**config.mk**
```make
export PLATFORM = sky130hd
export DESIGN_NAME = mem_access_unit_flat
export DESIGN_NICKNAME = d
export VERILOG_FILES = /design/src/rtl/mem_access_unit_if.sv /design/src/rtl/mem_access_unit.sv /design/src/flat_wrapper.sv
export SDC_FILE = /design/constraint.sdc
export NUM_CORES = 1
export LEC_CHECK = 0
export ABC_AREA = 1
export CAP_MARGIN = 15
export CORE_UTILIZATION = 46
export CTS_CLUSTER_SIZE = 40
export DETAILED_ROUTE_END_ITERATION = 6
export GPL_ROUTABILITY_DRIVEN = 0
export PLACE_DENSITY = 0.93
export SETUP_SLACK_MARGIN = 0.3
export SYNTH_ARGS = -nofsm -noshare
export SYNTH_HDL_FRONTEND = slang
export SYNTH_SLANG_ARGS = --single-unit
```
**constraint.sdc**
```tcl
create_clock -name clk_i -period 2.3 [get_ports clk_i]
set_clock_uncertainty 0.15 [all_clocks]
set_input_delay 0.345 -clock clk_i [delete_from_list [all_inputs] [get_ports clk_i]]
set_output_delay 0.345 -clock clk_i [all_outputs]
set_load 0.02 [all_outputs]
```
**src/rtl/mem_access_unit_if.sv**
```systemverilog
`default_nettype none
// ============================================================================
//  Module      : mem_access_unit_if
//  Description : CPU-side load/store handshake between the RV32I datapath
//                and mem_access_unit.
//                master = CPU datapath, slave = mem_access_unit.
//    req_i    : request strobe, sampled only while ready_o=1
//    we_i     : 1=store, 0=load
//    funct3_i : RV32I load/store funct3
//    addr_i   : byte address
//    wdata_i  : store data (low bytes used for SB/SH)
//    ready_o  : unit idle, can accept a request
//    done_o   : one-cycle completion pulse
//    fault_o  : valid with done_o, request misaligned or illegal
//    rdata_o  : extended load result, valid from done_o onward
//  Revision    : 1.0  initial release
// ============================================================================
interface mem_access_unit_if #(
  parameter int ADDR_WIDTH = 32
) ();
  logic                  req_i;
  logic                  we_i;
  logic [2:0]            funct3_i;
  logic [ADDR_WIDTH-1:0] addr_i;
  logic [31:0]           wdata_i;
  logic                  ready_o;
  logic                  done_o;
  logic                  fault_o;
  logic [31:0]           rdata_o;

  modport master (
    output req_i, we_i, funct3_i, addr_i, wdata_i,
    input  ready_o, done_o, fault_o, rdata_o
  );

  modport slave (
    input  req_i, we_i, funct3_i, addr_i, wdata_i,
    output ready_o, done_o, fault_o, rdata_o
  );
endinterface
`default_nettype wire

```
**src/rtl/mem_access_unit.sv**
```systemverilog
`default_nettype none
// ============================================================================
//  Module      : mem_access_unit
//  Description : Load/store front end between the RV32I multicycle datapath
//                and a word-addressed BRAM with active-low rd/wr strobes.
//                Byte-lane extraction with sign/zero extension for loads,
//                read-modify-write for SB/SH, fault flag for misaligned or
//                illegal requests.
//  Ports       : clk_i, reset_i   clock, synchronous active-high reset
//                cpu              CPU handshake (mem_access_unit_if.slave)
//                mem_addr_o       word address to the memory
//                mem_data_o       write data to the memory
//                mem_rd_no        memory read enable, active low
//                mem_wr_no        memory write enable, active low
//                mem_data_i       memory read data (captured on negedge)
//  Revision    : 1.0  initial release
// ============================================================================
module mem_access_unit #(
  parameter int WORDS      = 10,
  parameter int ADDR_WIDTH = 32
) (
  input  wire logic             clk_i,
  input  wire logic             reset_i,
  mem_access_unit_if.slave      cpu,
  output logic [WORDS-1:0]      mem_addr_o,
  output logic [31:0]           mem_data_o,
  output logic                  mem_rd_no,
  output logic                  mem_wr_no,
  input  wire logic [31:0]      mem_data_i
);

  typedef enum logic [1:0] {
    S_IDLE  = 2'd0,
    S_READ  = 2'd1,
    S_WRITE = 2'd2,
    S_DONE  = 2'd3
  } state_t;

  state_t             state_q, state_d;
  logic               we_q, we_d;
  logic [2:0]         funct3_q, funct3_d;
  logic [1:0]         off_q, off_d;
  logic [31:0]        wdata_q, wdata_d;
  logic [WORDS-1:0]   mem_addr_q, mem_addr_d;
  logic [31:0]        mem_data_q, mem_data_d;
  logic [31:0]        rdata_q, rdata_d;
  logic               fault_q, fault_d;

  // Address bits above the word index are deliberately ignored.
  logic unused_addr_bits;
  assign unused_addr_bits = ^cpu.addr_i[ADDR_WIDTH-1:WORDS+2];

  // Request decode on the live CPU inputs (only meaningful in IDLE).
  logic       req_legal;
  logic       req_misaligned;
  logic [1:0] req_off;
  assign req_off = cpu.addr_i[1:0];

  always_comb begin
    req_legal = 1'b0;
    if (cpu.we_i) begin
      req_legal = (cpu.funct3_i == 3'b000) || (cpu.funct3_i == 3'b001) ||
                  (cpu.funct3_i == 3'b010);
    end else begin
      req_legal = (cpu.funct3_i == 3'b000) || (cpu.funct3_i == 3'b001) ||
                  (cpu.funct3_i == 3'b010) || (cpu.funct3_i == 3'b100) ||
                  (cpu.funct3_i == 3'b101);
    end
    // funct3[1:0] encodes access size: 01 halfword, 10 word.
    req_misaligned = ((cpu.funct3_i[1:0] == 2'b01) && req_off[0]) ||
                     ((cpu.funct3_i[1:0] == 2'b10) && (req_off != 2'b00));
  end

  // Lane handling on the word returned by the memory.
  logic [4:0]  lane_shift;
  logic [31:0] lane_data;
  logic [31:0] load_value;
  logic [31:0] merge_mask;
  logic [31:0] merge_value;

  assign lane_shift = {off_q, 3'b000};
  assign lane_data  = mem_data_i >> lane_shift;

  always_comb begin
    case (funct3_q)
      3'b000:  load_value = {{24{lane_data[7]}},  lane_data[7:0]};
      3'b001:  load_value = {{16{lane_data[15]}}, lane_data[15:0]};
      3'b100:  load_value = {24'h000000, lane_data[7:0]};
      3'b101:  load_value = {16'h0000,   lane_data[15:0]};
      default: load_value = mem_data_i;
    endcase

    // Halfword alignment is guaranteed, so off_q[0] is 0 for SH.
    if (funct3_q[0]) begin
      merge_mask  = 32'h0000_FFFF << lane_shift;
      merge_value = {16'h0000, wdata_q[15:0]} << lane_shift;
    end else begin
      merge_mask  = 32'h0000_00FF << lane_shift;
      merge_value = {24'h000000, wdata_q[7:0]} << lane_shift;
    end
  end

  // Next-state and next-register computation.
  always_comb begin
    state_d    = state_q;
    we_d       = we_q;
    funct3_d   = funct3_q;
    off_d      = off_q;
    wdata_d    = wdata_q;
    mem_addr_d = mem_addr_q;
    mem_data_d = mem_data_q;
    rdata_d    = rdata_q;
    fault_d    = fault_q;

    case (state_q)
      S_IDLE: begin
        if (cpu.req_i) begin
          we_d       = cpu.we_i;
          funct3_d   = cpu.funct3_i;
          off_d      = req_off;
          wdata_d    = cpu.wdata_i;
          mem_addr_d = cpu.addr_i[WORDS+1:2];
          if (!req_legal || req_misaligned) begin
            fault_d = 1'b1;
            state_d = S_DONE;
          end else begin
            fault_d = 1'b0;
            if (cpu.we_i && (cpu.funct3_i == 3'b010)) begin
              // Full-word store needs no read of the old contents.
              mem_data_d = cpu.wdata_i;
              state_d    = S_WRITE;
            end else begin
              state_d = S_READ;
            end
          end
        end
      end
      S_READ: begin
        if (we_q) begin
          mem_data_d = (mem_data_i & ~merge_mask) | merge_value;
          state_d    = S_WRITE;
        end else begin
          rdata_d = load_value;
          state_d = S_DONE;
        end
      end
      S_WRITE: begin
        state_d = S_DONE;
      end
      default: begin
        // fault_q is only ever high during the DONE cycle.
        fault_d = 1'b0;
        state_d = S_IDLE;
      end
    endcase
  end

  always_ff @(posedge clk_i) begin
    if (reset_i) begin
      state_q    <= S_IDLE;
      we_q       <= 1'b0;
      funct3_q   <= 3'b000;
      off_q      <= 2'b00;
      wdata_q    <= 32'h0;
      mem_addr_q <= '0;
      mem_data_q <= 32'h0;
      rdata_q    <= 32'h0;
      fault_q    <= 1'b0;
    end else begin
      state_q    <= state_d;
      we_q       <= we_d;
      funct3_q   <= funct3_d;
      off_q      <= off_d;
      wdata_q    <= wdata_d;
      mem_addr_q <= mem_addr_d;
      mem_data_q <= mem_data_d;
      rdata_q    <= rdata_d;
      fault_q    <= fault_d;
    end
  end

  // Moore decodes of the state register; at most one strobe low at a time.
  assign mem_rd_no   = (state_q != S_READ);
  assign mem_wr_no   = (state_q != S_WRITE);
  assign mem_addr_o  = mem_addr_q;
  assign mem_data_o  = mem_data_q;
  assign cpu.ready_o = (state_q == S_IDLE);
  assign cpu.done_o  = (state_q == S_DONE);
  assign cpu.fault_o = fault_q;
  assign cpu.rdata_o = rdata_q;

endmodule
`default_nettype wire

```
**src/flat_wrapper.sv**
```systemverilog
// flat-port wrapper written by rule: the top's interface ports become plain ports
module mem_access_unit_flat 
#(
  parameter int WORDS      = 10,
  parameter int ADDR_WIDTH = 32
)
  (clk_i, reset_i, mem_addr_o, mem_data_o, mem_rd_no, mem_wr_no, mem_data_i, cpu_req_i, cpu_we_i, cpu_funct3_i, cpu_addr_i, cpu_wdata_i, cpu_ready_o, cpu_done_o, cpu_fault_o, cpu_rdata_o);
  mem_access_unit_if #(.ADDR_WIDTH(ADDR_WIDTH)) cpu_i ();
  input  wire logic clk_i;
  input  wire logic reset_i;
  output logic [WORDS-1:0] mem_addr_o;
  output logic [31:0] mem_data_o;
  output logic mem_rd_no;
  output logic mem_wr_no;
  input  wire logic [31:0] mem_data_i;
  input wire logic [$bits(cpu_i.req_i)-1:0] cpu_req_i;
  input wire logic [$bits(cpu_i.we_i)-1:0] cpu_we_i;
  input wire logic [$bits(cpu_i.funct3_i)-1:0] cpu_funct3_i;
  input wire logic [$bits(cpu_i.addr_i)-1:0] cpu_addr_i;
  input wire logic [$bits(cpu_i.wdata_i)-1:0] cpu_wdata_i;
  output wire logic [$bits(cpu_i.ready_o)-1:0] cpu_ready_o;
  output wire logic [$bits(cpu_i.done_o)-1:0] cpu_done_o;
  output wire logic [$bits(cpu_i.fault_o)-1:0] cpu_fault_o;
  output wire logic [$bits(cpu_i.rdata_o)-1:0] cpu_rdata_o;
  assign cpu_i.req_i = cpu_req_i;
  assign cpu_i.we_i = cpu_we_i;
  assign cpu_i.funct3_i = cpu_funct3_i;
  assign cpu_i.addr_i = cpu_addr_i;
  assign cpu_i.wdata_i = cpu_wdata_i;
  assign cpu_ready_o = cpu_i.ready_o;
  assign cpu_done_o = cpu_i.done_o;
  assign cpu_fault_o = cpu_i.fault_o;
  assign cpu_rdata_o = cpu_i.rdata_o;
  mem_access_unit #(.WORDS(WORDS), .ADDR_WIDTH(ADDR_WIDTH)) u_core (.clk_i(clk_i), .reset_i(reset_i), .cpu(cpu_i), .mem_addr_o(mem_addr_o), .mem_data_o(mem_data_o), .mem_rd_no(mem_rd_no), .mem_wr_no(mem_wr_no), .mem_data_i(mem_data_i));
endmodule
```
[After elaboration in Yosys (flattened, before gate mapping)]
Index checks and enable logic that the tools add are counted.
W data, S select, Z words.
Storage, ports and cells
  input port bits: 103
  register bits after elaboration: 99
Operators by class
  equal/unequal tests: 18
  muxes and demuxes: 17
  reduce and logical (&&, ||, !) cells: 20
  bitwise logic cells: 5
  shift operators: 5
Operators by type and width (count)
  $mux W32: 6
  $pmux W32 S4: 1
  $pmux W32 S2: 1
  $and A32 B32 Y32: 1
  $not A32 Y32: 1
  $or A32 B32 Y32: 1
  $shl A16 B5 Y32: 1
  $shl A16 B5 Y32 const A: 1
  $shl A8 B5 Y32: 1
  $shl A8 B5 Y32 const A: 1
  $shr A32 B5 Y16: 1
  $eq A3 B3 Y1 const B: 4
  $eq A2 B2 Y1 const B: 3
  $eq A3 B1 Y1 const B: 2
  $logic_not A3 Y1: 2
  $logic_or A1 B1 Y1: 6
  $mux W2: 3
  $ne A2 B1 Y1 const B: 3
  $ne A2 B2 Y1 const B: 3
  $pmux W2 S3: 1
  $reduce_and A2 Y1: 3
  $reduce_and A5 Y1: 1
  $eq A2 B1 Y1 const B: 2
  $mux W1: 4
  other kinds (8): 12

[Depth between registers and ports, before layout]
  depth in word-level cells: 11
  mapped depth: 11
  gate-level depth less buffers: 9

[Least setup slack after synthesis]
OpenSTA, ideal clock, no wires.
  path kind: reg-to-reg
  start point: reg u_core.state_q[0]
  end point: reg u_core.mem_data_q[16] (netlist: u_core.mem_data_o[16])
  path buffers: 1
  stages on the path, launching flop included: 11
  slack: 0.498 ns
  arrival: 1.539 ns
  library setup time: 0.113 ns
  cells stage by stage: dfxtp_1 inv_1 ha_1 inv_1 nor2_1 nor3_2 nand3_4 buf_4 nand2_1 nand2_1 nor2_1
Between the ends
  word-level cells in the longest chain between the ends: 3
  elaborated cells between the ends (all ways): 9
  classes of those cells: 5 x eq/ne; 1 x mux; 3 x reduce/logical
RTL lines
  start: declaration: line mem_access_unit.sv:39  | state_t state_q, state_d;
  start signal: assignment: line mem_access_unit.sv:170  | state_q <= state_d;
  $logic_not A2 Y1 (*)
  named net cpu_ready_o: line flat_wrapper.sv:21  | output wire logic [$bits(cpu_i.ready_o)-1:0] cpu_ready_o;
  $ne A2 B2 Y1 (no source line), or another cell as far along
  $reduce_and A5 Y1 (no source line)
  end signal: assignment: line mem_access_unit.sv:176  | mem_data_q <= mem_data_d;
  end: declaration: line mem_access_unit.sv:45  | logic [31:0] mem_data_q, mem_data_d;
Mark *: on every way through the listed nets, which the timed path passes. The rest lies on a longest branch.
A chain may end at the register's enable or synchronous reset.

[Final worst setup path]
  start point: reg u_core.state_q[0]
  end point: out mem_wr_no
Between the ends
  word-level cells in the longest chain between the ends: 1
RTL lines
  $ne A2 B2 Y1: line mem_access_unit.sv:184  | assign mem_wr_no = (state_q != S_WRITE);
  end: declaration: line flat_wrapper.sv:14  | output logic mem_wr_no;
No other way between the ends.

==> impl_metrics.tcl <==
set metrics [dict create \
    core_region_area_mm2 0.0115 \
    netSwitchingFraction_pct 44.4 \
    vias 6105 \
    r2r-start "u_core.state_q[1]" \
    min_period_ns 1.92 \
    cts_tree "built" \
    die_w_um 110 \
    met2_usage_pct 44.4 \
    clkPwrFrac_pct 15.5 \
    rsz0062_at_grt "no" \
    dpl.cell_count 1146 \
    hold_start "u_core.wdata_q[13]" \
    design_area_mm2 0.00745 \
    powerDensity_mw_per_mm2 1330 \
    rows 39 \
    switchingPower_mw 4.40 \
    ctsRootBufferMaster "clkbuf_16" \
    drv_cap 0 \
    syn_inst 875 \
    ys_types 28 \
    ys_warn_count 0 \
    final_net_count 1125 \
    io_pins 182 \
    syn-num-nets 982 \
    top_usage_layer "met2" \
    clock-sinks 99 \
    tns_ns 0 \
    fin_cells 1166 \
    grt_pass1_vias 5475 \
    routed_wl_um 16700 \
    ys_seq_area_share_pct 36.6 \
    worst_setup_path_start_kind "flip-flop" \
    antenna_found_initial 0 \
    drt-initial-drc-count 540 \
    max_stage_delay_ns 0.39 \
    hold_violations 0 \
    antenna_left 0 \
    grt_pass1_wl_um 26200 \
    clockBufferDepth 2 \
    endpoint_kind "primary output" \
    synthToLayoutAreaGrowth_pct 37.5 \
    drc_errors 0 \
    dpl_worst_slack_ns 0.153 \
    seqPwrFrac_pct 27.8 \
    initial_core_util_pct 47.2 \
    fmax_mhz 522 \
    arrival_ns 1.42 \
    hold_end "u_core.wdata_q[13]" \
    syn_area_per_cell_um2 6.19 \
    grtUsageMet1_pct 31.1 \
    grt_max_degree 59 \
    post-route-period-util_pct 83.3 \
    slowest_stage "dfxtp_1" \
    clkSlewWorstSetupHoldPaths_ns 0.07 \
    clk-insertion-delay-late_ns 0.36 \
    viasPerCell 5.24 \
    p_int_mw 5.51 \
    hold_path_depth 2 \
    num_antenna_cells 0 \
    portBuffers 161 \
    wl_per_cell_um 14.3 \
    critPathMaxFanout 4 \
    first_pass_iters 5 \
    worst-r2r-cell-count 10 \
    power.share.combinational_pct 56.7 \
    worst_path_most_repeated_cell "inv_1" \
    holdBufCountCts 0 \
    worst_pin_slew_ns 0.665 \
    final.setup.worst_slack_ns 0.385 \
    die-height_um 110 \
    die-area_mm2 0.0122 \
    grt_usage_pct 26.7 \
    hold_path.class "flip-flop to flip-flop" \
    place_area_mm2 0.00708 \
    htreeDepth 3 \
    grt_overflow 0 \
    status "finished clean" \
    slew_violations 0 \
    drive_gt1_share_pct 6.55 \
    dpl.hpwl_um 12100 \
    p_leak_nw 3.47 \
    path_cells "inv_1, ha_1, inv_1, clkdlybuf4s15_1" \
    synth-seq-cells 99 \
    syn-cell-area_mm2 0.00541 \
    max_slew_margin_pct 55.6 \
    path_class "flip-flop to primary output" \
    r2r_setup_slack_ns 0.43 \
    cts_made_buffers 9 \
    cp_data_required_time_ns 1.80 \
    use_met3_pct 8.78 \
    rr_endpoint "u_core.mem_data_o[28]" \
    vdd_drop_max_v 0.000979 \
    setup-violations-final 0 \
]
-- state kept, by name, indices dropped and copies added, names as in the netlist --
name and flops:
u_core.cpu.rdata_o 32, u_core.mem_data_o 32, u_core.wdata_q 16, u_core.mem_addr_o 10, u_core.funct3_q 3, u_core.off_q 2
u_core.state_q 2, u_core.cpu.fault_o 1, u_core.we_q 1
-- area by class of cell --
class,count,area (um^2)
fillers,963,4020
multi-input cells,627,2800
flip-flops and latches,99,1990
repair buffers,183,1820
well taps,143,179
clock inverters,7,68.8
inverters,98,370
clock buffers,9,225
-- synth_stat cells --
cell      instances  area (um^2)
ha_1              4         50.1
nor2_2            1         6.26
nand2_4           1         11.3
nor2_1          153          574
clkbuf_1         23         86.3
nor2_8            1         20.0
clkinv_1          1         3.75
buf_4             7         52.6
buf_2            10         50.1
nand2_2           1         6.26
inv_1            93          349
o21ai_0          93          465
nand4_1           1         6.26
a31oi_1           1         6.26
nand3_1          33          165
buf_1             5         18.8
nand3_4           2         35.0
dfxtp_1          99         1980
nor3_1            2         10.0
nor2_4            2         22.5
inv_2             4         15.0
nor3_2            1         10.0
nand2_1         222          833
or2_2             8         50.1
a21oi_1          72          360
buf_6             6         67.6
o21ai_1          28          140
a21oi_4           1         16.3
-- kinds of logic after synthesis --
kind of cell    Yosys count  synth area share (%)
compound gates          195                  18.3
fa+ha+maj                 4                 0.924
buf+inv                 149                  11.9
flops                    99                  36.6
simple gates            428                  32.3
-- layout by cell type (no fill, tap or decap), types with 5 or more instances in the layout --
cell type / netlist / layout
nor2_1: 153 / 152
nand3_1: 33 / 33
buf_4: 7 / 18
or2_2: 8 / 8
nand2_1: 222 / 222
a21oi_1: 72 / 72
clkbuf_16: 0 / 10
clkdlybuf4s50_1: 0 / 157
inv_1: 93 / 91
o21ai_1: 28 / 29
dfxtp_1: 99 / 97
o21ai_0: 93 / 92
inv_2: 4 / 5
-- per-layer routing --
layer | up-vias | routed length (um)
met5 | - | 0
met4 | 0 | 491
met3 | 43 | 1780
met2 | 327 | 8020
met1 | 2705 | 6410
li1 | 3030 | -
-- stage by stage --
| stage | hold WS [ns] | util (%) | total power [mW] |
|---|---|---|---|
| floorplan | 0.291 | - | 6.28 |
| global placement | 0.303 | 61.7 | 8.05 |
| detailed placement | 0.310 | 61.7 | 8.19 |
| CTS | 0.319 | 64.4 | 9.75 |
| global route | 0.343 | 64.9 | 10.6 |
| finish | 0.322 | 64.9 | 9.91 |
-- power by group through the flow --
stage                     clock, mW  sequential (mW)  combinational, mW
after global placement            0             2.76               5.30
after CTS                      1.54             2.76               5.45
final                          1.53             2.76               5.62
after detailed placement          0             2.79               5.40
after global routing           1.62             2.84               6.18
after floorplan                   0             3.40               2.88
-- worst max-delay path: cells and delay by family, from the launching register on --
| family | cells | cell delay, ns |
|---|---|---|
| flops | 1 | 0.39 |
| buf+inv | 3 | 0.43 |
| fa+ha+maj | 1 | 0.24 |
-- how the worst max path moves through the flow --
stage | start | to | slack (ns)
3_5_place_dp | cpu_funct3_i[1] | u_core.mem_data_o[28] | 0.15
3_3_place_gp | cpu_funct3_i[1] | u_core.mem_data_o[10] | 0.20
2_1_floorplan | u_core.state_q[0] | u_core.mem_data_o[16] | 0.50
6_report | u_core.state_q[0] | mem_wr_no | 0.38
4_1_cts | u_core.state_q[1] | mem_rd_no | 0.26
5_1_grt | u_core.state_q[1] | u_core.mem_data_o[25] | 0.30
-- what timing repair did --
item                                    CTS  global route
setup buffers                             1             2
pin swaps                                 1             2
resized for setup                         8            14
endpoints found under the setup margin   40            52
cloned                                    0             1
Note: power is estimated with default switching activity, not from simulation.
